<file path="config.mk">
export PLATFORM = sky130hd
export DESIGN_NAME = mem_stage_ctrl
export DESIGN_NICKNAME = d
export VERILOG_FILES = /design/src/rtl/mem_stage_ctrl.sv
export SDC_FILE = /design/constraint.sdc
export NUM_CORES = 1
export LEC_CHECK = 0
export CAP_MARGIN = 0
export CORE_ASPECT_RATIO = 0.8
export CORE_MARGIN = 2
export CORE_UTILIZATION = 30
export CTS_CLUSTER_SIZE = 20
export DETAILED_ROUTE_END_ITERATION = 10
export GPL_TIMING_DRIVEN = 0
export PLACE_DENSITY = 0.86
export SYNTH_ARGS = -nofsm -noshare
export SYNTH_HDL_FRONTEND = slang
export SYNTH_SLANG_ARGS = --single-unit
</file>
<file path="constraint.sdc">
create_clock -name clk -period 1.5 [get_ports clk]
set_input_delay 0.375 -clock clk [delete_from_list [all_inputs] [get_ports clk]]
set_output_delay 0.375 -clock clk [all_outputs]
set_load 0.02 [all_outputs]
</file>
<file path="src/rtl/mem_stage_ctrl.sv">
// MEM stage controller: runs the multi-cycle data-memory access for the
// instruction held in the EX/MEM latch and registers the MEM/WB fields.
module mem_stage_ctrl #(
  parameter int TIMEOUT = 64
) (
  input  logic        clk,
  input  logic        rst,
  input  logic [15:0] ALUOut_EM,
  input  logic        compareResult_EM,
  input  logic [15:0] PC2_EM,
  input  logic [1:0]  regWriteDataSel_EM,
  input  logic        memWriteEnable_EM,
  input  logic        memReadEnable_EM,
  input  logic        halt_EM,
  input  logic [15:0] R2Data_EM,
  input  logic        nop_EM,
  input  logic [2:0]  regWriteNum_EM,
  input  logic        regWriteEnable_EM,
  input  logic        mem_done,
  input  logic [15:0] mem_rdata,
  output logic        mem_req,
  output logic        mem_wr,
  output logic [15:0] mem_addr,
  output logic [15:0] mem_wdata,
  output logic        en_EM,
  output logic [15:0] regWriteData_MW,
  output logic [2:0]  regWriteNum_MW,
  output logic        regWriteEnable_MW,
  output logic        halt_MW,
  output logic        valid_MW,
  output logic        mem_err,
  output logic [1:0]  state_dbg
);

  typedef enum logic [1:0] {
    IDLE   = 2'd0,
    WAIT   = 2'd1,
    HALTED = 2'd2
  } state_t;

  state_t      state;
  logic [5:0]  cnt;
  logic        acc;
  logic        is_halt;
  logic        timeout;
  logic        commit;
  logic [15:0] wb_data;

  assign state_dbg = state;
  assign mem_addr  = ALUOut_EM;
  assign mem_wdata = R2Data_EM;
  assign mem_wr    = memWriteEnable_EM;
  assign is_halt   = halt_EM & ~nop_EM;
  assign acc       = (memReadEnable_EM | memWriteEnable_EM) & ~nop_EM & (state != HALTED);
  assign timeout   = (state == WAIT) & ~mem_done & (cnt == 6'(TIMEOUT - 1));

  always_comb begin
    wb_data = ALUOut_EM;
    case (regWriteDataSel_EM)
      2'b00: wb_data = ALUOut_EM;
      2'b01: wb_data = mem_rdata;
      2'b10: wb_data = PC2_EM;
      2'b11: wb_data = {15'b0, compareResult_EM};
      default: wb_data = ALUOut_EM;
    endcase
  end

  // Handshake: mem_req is a single-cycle pulse while the EX/MEM fields are
  // stable; the memory answers with mem_done (rdata valid) in that cycle or a
  // later one. en_EM is low for every cycle the instruction has not retired.
  always_comb begin
    mem_req = 1'b0;
    en_EM   = 1'b1;
    commit  = 1'b0;
    if (!rst) begin
      case (state)
        IDLE: begin
          mem_req = acc;
          commit  = ~acc | mem_done;
          en_EM   = commit;
        end
        WAIT: begin
          commit = mem_done;
          en_EM  = mem_done | timeout;
        end
        HALTED: en_EM = 1'b0;
        default: en_EM = 1'b1;
      endcase
    end
  end

  always_ff @(posedge clk) begin
    if (rst) begin
      state             <= IDLE;
      cnt               <= '0;
      mem_err           <= 1'b0;
      regWriteData_MW   <= '0;
      regWriteNum_MW    <= '0;
      regWriteEnable_MW <= 1'b0;
      halt_MW           <= 1'b0;
      valid_MW          <= 1'b0;
    end else begin
      case (state)
        IDLE, WAIT: begin
          if (commit) begin
            regWriteData_MW   <= wb_data;
            regWriteNum_MW    <= regWriteNum_EM;
            regWriteEnable_MW <= regWriteEnable_EM & ~nop_EM;
            halt_MW           <= is_halt;
            valid_MW          <= ~nop_EM;
            state             <= is_halt ? HALTED : IDLE;
          end else begin
            regWriteData_MW   <= '0;
            regWriteNum_MW    <= '0;
            regWriteEnable_MW <= 1'b0;
            halt_MW           <= 1'b0;
            valid_MW          <= 1'b0;
            if (state == IDLE) begin
              cnt   <= '0;
              state <= WAIT;
            end else if (timeout) begin
              // Give up on the access; the instruction is dropped.
              mem_err <= 1'b1;
              state   <= IDLE;
            end else begin
              cnt <= cnt + 6'd1;
            end
          end
        end
        HALTED: state <= HALTED;
        default: state <= IDLE;
      endcase
    end
  end

endmodule

</file>
Word level (Yosys, flattened, before mapping)
Index checks and enable logic that the tools add are counted.
- $add $sub $neg: 1
- eq/ne operators: 9
- multiplexer cells: 19
- bitwise gates (word level): 14
- reductions and logical operators: 5
- operators with widths (kind ; count):
    case mux 16 bit (4 select lines) ; 1
    two-way mux 16 bit ; 1
    two-way mux 6 bit ; 2
    two-way mux 2 bit ; 4
    two-way mux 1 bit ; 7
    adder 6 x 1 -> 6 bit, second input constant ; 1
    AND 1 bit ; 6
    == test 2 bit, second input constant ; 3
    == test 6 bit, second input constant ; 1
    inverter 1 bit ; 5
    == test 2 x 1 -> 1 bit, second input constant ; 2
    zero test 2 bit ; 2
    != test 4 bit, second input constant ; 1
    case mux 2 bit (2 select lines) ; 1
    AND reduction 4 bit ; 1
    two-way mux 3 bit ; 1
    bitwise OR 1 bit ; 3
    case mux 1 bit (3 select lines) ; 1
    AND reduction 3 bit ; 1
    != test 2 x 1 -> 1 bit, second input constant ; 1
    != test 2 bit, second input constant ; 1
    case mux 1 bit (2 select lines) ; 1
    OR reduction 2 bit ; 1
- register bits: 31
- input bits: 78
- logic and storage cells: 56

Longest topological paths before layout
Gate-level depths: netlist of run 1.
- depth in word-level cells: 9
- mapped depth: 6

Least setup slack after synthesis of run 1
Ideal clock, no wire load.
- path kind: register to output
- start point: register state[0], in the netlist state_dbg[0]
- end point: output mem_req
- arrival time: 1.269 ns
- data required time: 1.125 ns
- slack: -0.144 ns
- cell stages (with the launch flop): 3
- path through: dfxtp_1 > buf_2 > nor4_1
- word-level cells in the longest chain between the ends: 4
- elaborated cells on any way between the ends: 5
- those cells by class: eq/ne: 1; mux: 2; bitwise: 1; reduce/logical: 1
- RTL lines (what ; RTL line ; text):
    start, declared ; 41 ; state_t state;
    start signal, assigned ; 111 ; state <= is_halt ? HALTED : IDLE;
    != test 2 bit ; 54 ; assign acc = (memReadEnable_EM | memWriteEnable_EM) & ~nop_EM & (state != HALTED);
    AND 1 bit ; 54 ;
    two-way mux 1 bit (*) ; 76 ; case (state)
    two-way mux 1 bit (*) ; 75 ; if (!rst) begin
    end, declared ; 21 ; output logic mem_req,
Every way passes the cells marked *; elsewhere a longest branch is shown, timed or not.

Worst setup path in the final report of run 1
- start point: register cnt[0]
- end point: output en_EM
- word-level cells in the longest chain between the ends: 5
- RTL lines (what ; RTL line ; text):
    start, declared ; 42 ; logic [5:0] cnt;
    start signal, assigned ; 126 ; cnt <= cnt + 6'd1;
    == test 6 bit ; 55 ; assign timeout = (state == WAIT) & ~mem_done & (cnt == 6'(TIMEOUT - 1));
    AND 1 bit ; 55 ;
    bitwise OR 1 bit ; 84 ; en_EM = mem_done | timeout;
    case mux 1 bit (3 select lines) ; 76 ;
    two-way mux 1 bit ; 75 ;
    end, declared ; 25 ; output logic en_EM,
Every way passes these cells.

==> flow_summary.html, run 1 <==
<table>
<tr><th>Metric</th><th>Value</th></tr>
<tr><th colspan="2">Power and ir drop</th></tr>
<tr><td>Max VDD drop</td><td>~0.00051 V</td></tr>
<tr><td>Final Total Pwr</td><td>2.510 mW</td></tr>
<tr><td>Static leakage</td><td>1.530 nW</td></tr>
<tr><td>Total power per unit cell area</td><td>753.7 mW/mm^2</td></tr>
<tr><th colspan="2">Clock tree</th></tr>
<tr><td>CTS clock-pin slew for the worst setup and hold paths</td><td>roughly 60 ps</td></tr>
<tr><td>Buffer depth of the longest clock path</td><td>2</td></tr>
<tr><td>Clock tree from TritonCTS</td><td>done</td></tr>
<tr><td>Clock Root Buffer</td><td>sky130_fd_sc_hd__clkbuf_8</td></tr>
<tr><td>Insertion delay to the later sink of the worst-skew pair</td><td>280 ps</td></tr>
<tr><td>Number of buffers added by the clock tree synthesis step</td><td>5</td></tr>
<tr><td>Clock net sink count</td><td>31</td></tr>
<tr><td>H-tree levels</td><td>2</td></tr>
<tr><th colspan="2">Logic synthesis</th></tr>
<tr><td>Library cell occupying the most area in the post-synthesis netlist</td><td>sky130_fd_sc_hd__dfxtp_1</td></tr>
<tr><td>Proportion of synthesized flip-flops having asynchronous set or reset</td><td>0%</td></tr>
<tr><td>Syn. warnings</td><td>0</td></tr>
<tr><td>EDFF count, synth</td><td>0</td></tr>
<tr><td>Count of cell types in the netlist</td><td>36</td></tr>
<tr><td>Sequential area share after synthesis</td><td>between 30% and 40%</td></tr>
<tr><td>Synth top area share</td><td>34.90%</td></tr>
<tr><td>Synthesized instance count</td><td>202</td></tr>
<tr><td>Mapped cell area</td><td>0.001778 mm^2</td></tr>
<tr><td>Mean instance size in the synthesized netlist</td><td>8.802 um^2</td></tr>
<tr><td>Largest cells by area after synthesis</td><td>sky130_fd_sc_hd__dfxtp_1 35%, sky130_fd_sc_hd__buf_4 14%, sky130_fd_sc_hd__a22o_1 9.9%, sky130_fd_sc_hd__mux2i_1 8.4%, sky130_fd_sc_hd__o21ai_0 5.3%</td></tr>
<tr><td>Post-Synthesis Net Count</td><td>281</td></tr>
<tr><td>Register bit total from synthesis</td><td>31</td></tr>
<tr><td>Most used flip-flop cell after synthesis</td><td>sky130_fd_sc_hd__dfxtp_1</td></tr>
<tr><th colspan="2">Route</th></tr>
<tr><td>Final ANT Viol Nets</td><td>0</td></tr>
<tr><td>Detailed-route DRC error count</td><td>0</td></tr>
<tr><td>Average via count per standard cell</td><td>4.776</td></tr>
<tr><td>First-pass iteration count of the detailed router</td><td>4</td></tr>
<tr><td>Mean routed wirelength per cell</td><td>14.98 um</td></tr>
<tr><td>Count of vias placed by the detailed router</td><td>2,025</td></tr>
<tr><td>Wire length reported by the detailed router</td><td>6353 um</td></tr>
<tr><td>Initial DRC count</td><td>23</td></tr>
<tr><th colspan="2">Worst hold path</th></tr>
<tr><td>Hold Crit Class</td><td>primary input to flip-flop</td></tr>
<tr><th colspan="2">Run status</th></tr>
<tr><td>Failing checks</td><td>setup timing</td></tr>
<tr><td>Outcome</td><td>finished, violations left</td></tr>
<tr><th colspan="2">Floorplan</th></tr>
<tr><td>Effective utilization at floorplan</td><td>30.56%</td></tr>
<tr><td>Height of the die</td><td>72.86 um</td></tr>
<tr><td>Core Region</td><td>0.005818 mm^2</td></tr>
<tr><td>Core Rows</td><td>25</td></tr>
<tr><td>X dimension of the die</td><td>90.07 um</td></tr>
<tr><td>Die Footprint</td><td>0.006562 mm^2</td></tr>
<tr><td>Number of top-level pins</td><td>about 140</td></tr>
<tr><th colspan="2">STA</th></tr>
<tr><td>Unrepaired setup endpoints after global routing</td><td>yes</td></tr>
<tr><td>Transition time of the tightest slew-check pin</td><td>495.2 ps</td></tr>
<tr><td>Setup Skew</td><td>2.283 ps</td></tr>
<tr><td>Pins Over Slew Limit</td><td>0</td></tr>
<tr><td>Number of setup violations in the final report</td><td>7</td></tr>
<tr><td>Time the final worst path needs with I/O delays and setup</td><td>1702 ps</td></tr>
<tr><td>Worst-case headroom to the max-slew limit</td><td>66.73%</td></tr>
<tr><td>Setup TNS</td><td>-818.2 ps</td></tr>
<tr><td>Final Hold Viols</td><td>0</td></tr>
<tr><td>Max frequency</td><td>approximately 590 MHz</td></tr>
<tr><td>Worst Setup Slack, final</td><td>-201.6 ps</td></tr>
<tr><td>Final cycle utilization of the critical path</td><td>113.4%</td></tr>
<tr><th colspan="2">Worst setup path</th></tr>
<tr><td>CP bufs+invs</td><td>1</td></tr>
<tr><td>Worst endpoint data arrival time</td><td>1330 ps</td></tr>
<tr><td>Crit path capture type</td><td>primary output</td></tr>
<tr><td>Required time worst endpoint</td><td>1120 ps</td></tr>
<tr><td>Crit Path Category</td><td>flip-flop to primary output</td></tr>
<tr><td>Max incr delay on CP</td><td>370 ps</td></tr>
<tr><td>Maximum fanout count along the critical path</td><td>3</td></tr>
<tr><td>Largest delay share family, worst path</td><td>flip-flops</td></tr>
<tr><td>Cell chain of the critical path</td><td>ha_4, nand3_4, o211ai_1, a21o_1, buf_6</td></tr>
<tr><td>Startpoint Class</td><td>flip-flop</td></tr>
<tr><td>Standard cell with the maximum stage delay on the critical path</td><td>sky130_fd_sc_hd__dfxtp_4</td></tr>
<tr><th colspan="2">Place</th></tr>
<tr><td>Total of buffers placed on input and output ports</td><td>120</td></tr>
<tr><td>Weighted congestion reported at the end of routability-driven placement</td><td>0.8133</td></tr>
<tr><td>Placed wire-length estimate after detailed placement</td><td>~4600 um</td></tr>
<tr><th colspan="2">Global routing</th></tr>
<tr><td>First-pass GRT wire length</td><td>9432 um</td></tr>
<tr><td>Largest net degree at the start of global routing</td><td>11</td></tr>
<tr><td>Vias in the first global route</td><td>a little under 2,000</td></tr>
<tr><td>Grt ovf</td><td>0</td></tr>
<tr><td>GRT Total Usage</td><td>17.79%</td></tr>
<tr><td>Initial antenna violation count</td><td>0</td></tr>
<tr><th colspan="2">Cells and area</th></tr>
<tr><td>Utilization after layout</td><td>between 50% and 60%</td></tr>
<tr><td>Growth of design area from synthesis to finish</td><td>87.33%</td></tr>
<tr><td>Net total in the final layout</td><td>approximately 420</td></tr>
<tr><td>Antenna cells</td><td>0</td></tr>
<tr><td>Fraction of layout instances using a drive strength above 1</td><td>30.32%</td></tr>
<tr><th colspan="2">Run</th></tr>
<tr><td>Number of maximum-capacitance violations</td><td>0</td></tr>
</table>
==> metal layers <==
layer / vias to the layer above / routed length [um] / GRT usage (%)
li1: 985 / - / -
met2: 82 / 3138 / 30.41
met1: 948 / 2730 / 21.92
met5: - / 0 / 0
met4: 0 / 97 / 6.154
met3: 10 / 385 / 4.959
==> sequential cells by signal, summed over array words and instances (netlist names) <==
name	count
cnt	6
halt_MW	1
mem_err	1
regWriteData_MW	16
regWriteEnable_MW	1
regWriteNum_MW	3
state_dbg	2
valid_MW	1
==> logic make-up after synthesis <==
kind of cell	synth area share, %
AOI/OAI and AO/OA	24.56
buffers and inverters	17.94
and+or+nand+nor	12.17
DFF	34.91
muxes	9.711
adders and majority gates	0.7036
==> where the power goes <==
| part | internal (mW) | switching [mW] | total (mW) |
|---|---|---|---|
| Sequential | 0.867 | 0.0248 | 0.892 |
| Combinational | 0.420 | 0.346 | 0.766 |
| Clock | 0.537 | 0.316 | 0.853 |
==> placed cells by master (no fill, tap or decap), types with 3 or more instances in the layout <==
| cell type | count |
|---|---|
| sky130_fd_sc_hd__dlygate4sd2_1 | 29 |
| sky130_fd_sc_hd__dlymetal6s2s_1 | 4 |
| sky130_fd_sc_hd__a21oi_1 | 5 |
| sky130_fd_sc_hd__o21ai_0 | 19 |
| sky130_fd_sc_hd__clkdlybuf4s50_1 | 64 |
| sky130_fd_sc_hd__inv_1 | 3 |
| sky130_fd_sc_hd__o211ai_1 | 3 |
| sky130_fd_sc_hd__mux2i_1 | 15 |
| sky130_fd_sc_hd__a22o_1 | 20 |
| sky130_fd_sc_hd__clkbuf_8 | 6 |
| sky130_fd_sc_hd__clkbuf_2 | 3 |
| sky130_fd_sc_hd__dfxtp_1 | 27 |
| sky130_fd_sc_hd__buf_6 | 6 |
| sky130_fd_sc_hd__buf_8 | 3 |
| sky130_fd_sc_hd__buf_2 | 13 |
| sky130_fd_sc_hd__nor2_1 | 7 |
| sky130_fd_sc_hd__nor3_1 | 3 |
| sky130_fd_sc_hd__nand2_1 | 19 |
| sky130_fd_sc_hd__buf_4 | 54 |
| sky130_fd_sc_hd__a31oi_1 | 3 |
==> repair_timing <==
action / 4_1_cts / 5_1_grt
cloned: 0 / 1
pin swaps: 6 / 5
endpoints found under the setup margin: 70 / 35
resized for setup: 150 / 29
hold buffers: 0 / 0
buffers inserted: 7 / 5
==> synth_stat cells (2+ instances only) <==
cell                       instances
sky130_fd_sc_hd__a21o_1            2
sky130_fd_sc_hd__a21oi_1           5
sky130_fd_sc_hd__a22o_1           20
sky130_fd_sc_hd__a31oi_1           3
sky130_fd_sc_hd__buf_2             6
sky130_fd_sc_hd__buf_4            33
sky130_fd_sc_hd__clkbuf_1          4
sky130_fd_sc_hd__dfxtp_1          31
sky130_fd_sc_hd__inv_1             3
sky130_fd_sc_hd__mux2i_1          15
sky130_fd_sc_hd__nand2_1          20
sky130_fd_sc_hd__nand3_1           3
sky130_fd_sc_hd__nor2_1            7
sky130_fd_sc_hd__nor2b_1           2
sky130_fd_sc_hd__nor3_1            3
sky130_fd_sc_hd__nor4_1            2
sky130_fd_sc_hd__o211ai_1          3
sky130_fd_sc_hd__o21ai_0          19
sky130_fd_sc_hd__o21ai_1           2
sky130_fd_sc_hd__o31ai_1           2
sky130_fd_sc_hd__or4b_1            2
==> final timing paths <==
path                                   startpoint                end  slack (ps)  cells after the start
worst max-delay path                       cnt[0]              en_EM        -200                      5
worst max register to register             cnt[0]             cnt[4]        -170                      6
worst min-delay path                          rst       state_dbg[0]         420                      2
worst min register to register  regWriteEnable_MW  regWriteEnable_MW         470                      1
==> stage by stage <==
step	instances	instance area (um^2)	setup slack, ps	hold slack, ps
2_1_floorplan	202	1789	42.02	445.6
3_3_place_gp	403	3092	-1004	457.6
3_5_place_dp	403	3092	-1005	457.1
4_1_cts	418	3242	-210.1	463.6
5_1_grt	424	3331	-276.4	421.9
6_report	424	3331	-201.6	420.7
==> area by class of cell <==
class,count,area (um^2)
Timing Repair Buffer,133,1206
Tap cell,81,101.3
Clock inverter,2,35.03
Fill cell,545,2487
Sequential cell,31,630.6
Buffer,44,340.3
Clock buffer,6,82.58
Multi-Input combinational cell,123,914.6
Inverter,4,20.02
==> worst register-to-register path, delay by kind of cell (launching register included) <==
kind	cells	cell delay, ps
and+or+nand+nor	3	630
DFF	1	370
buffers and inverters	1	160
adders and majority gates	1	140
AOI/OAI and AO/OA	1	280
Power figures use the tool's default switching activity.
==> run 2: changes to the inputs <==
--- a/config.mk
+++ b/config.mk
@@ -11,6 +11,7 @@
 export CORE_UTILIZATION = 30
 export CTS_CLUSTER_SIZE = 20
 export DETAILED_ROUTE_END_ITERATION = 10
+export GPL_ROUTABILITY_DRIVEN = 0
 export GPL_TIMING_DRIVEN = 0
 export PLACE_DENSITY = 0.86
 export SYNTH_ARGS = -nofsm -noshare
==> results of run 2 <==
The final DEF is identical to that of run 1; final timing and power are the same.
==> run 3: changes to the inputs <==
--- a/config.mk
+++ b/config.mk
@@ -5,7 +5,6 @@
 export SDC_FILE = /design/constraint.sdc
 export NUM_CORES = 1
 export LEC_CHECK = 0
-export CAP_MARGIN = 0
 export CORE_ASPECT_RATIO = 0.8
 export CORE_MARGIN = 2
 export CORE_UTILIZATION = 30
==> results of run 3 <==
The final DEF is identical to that of run 1; final timing and power are the same.
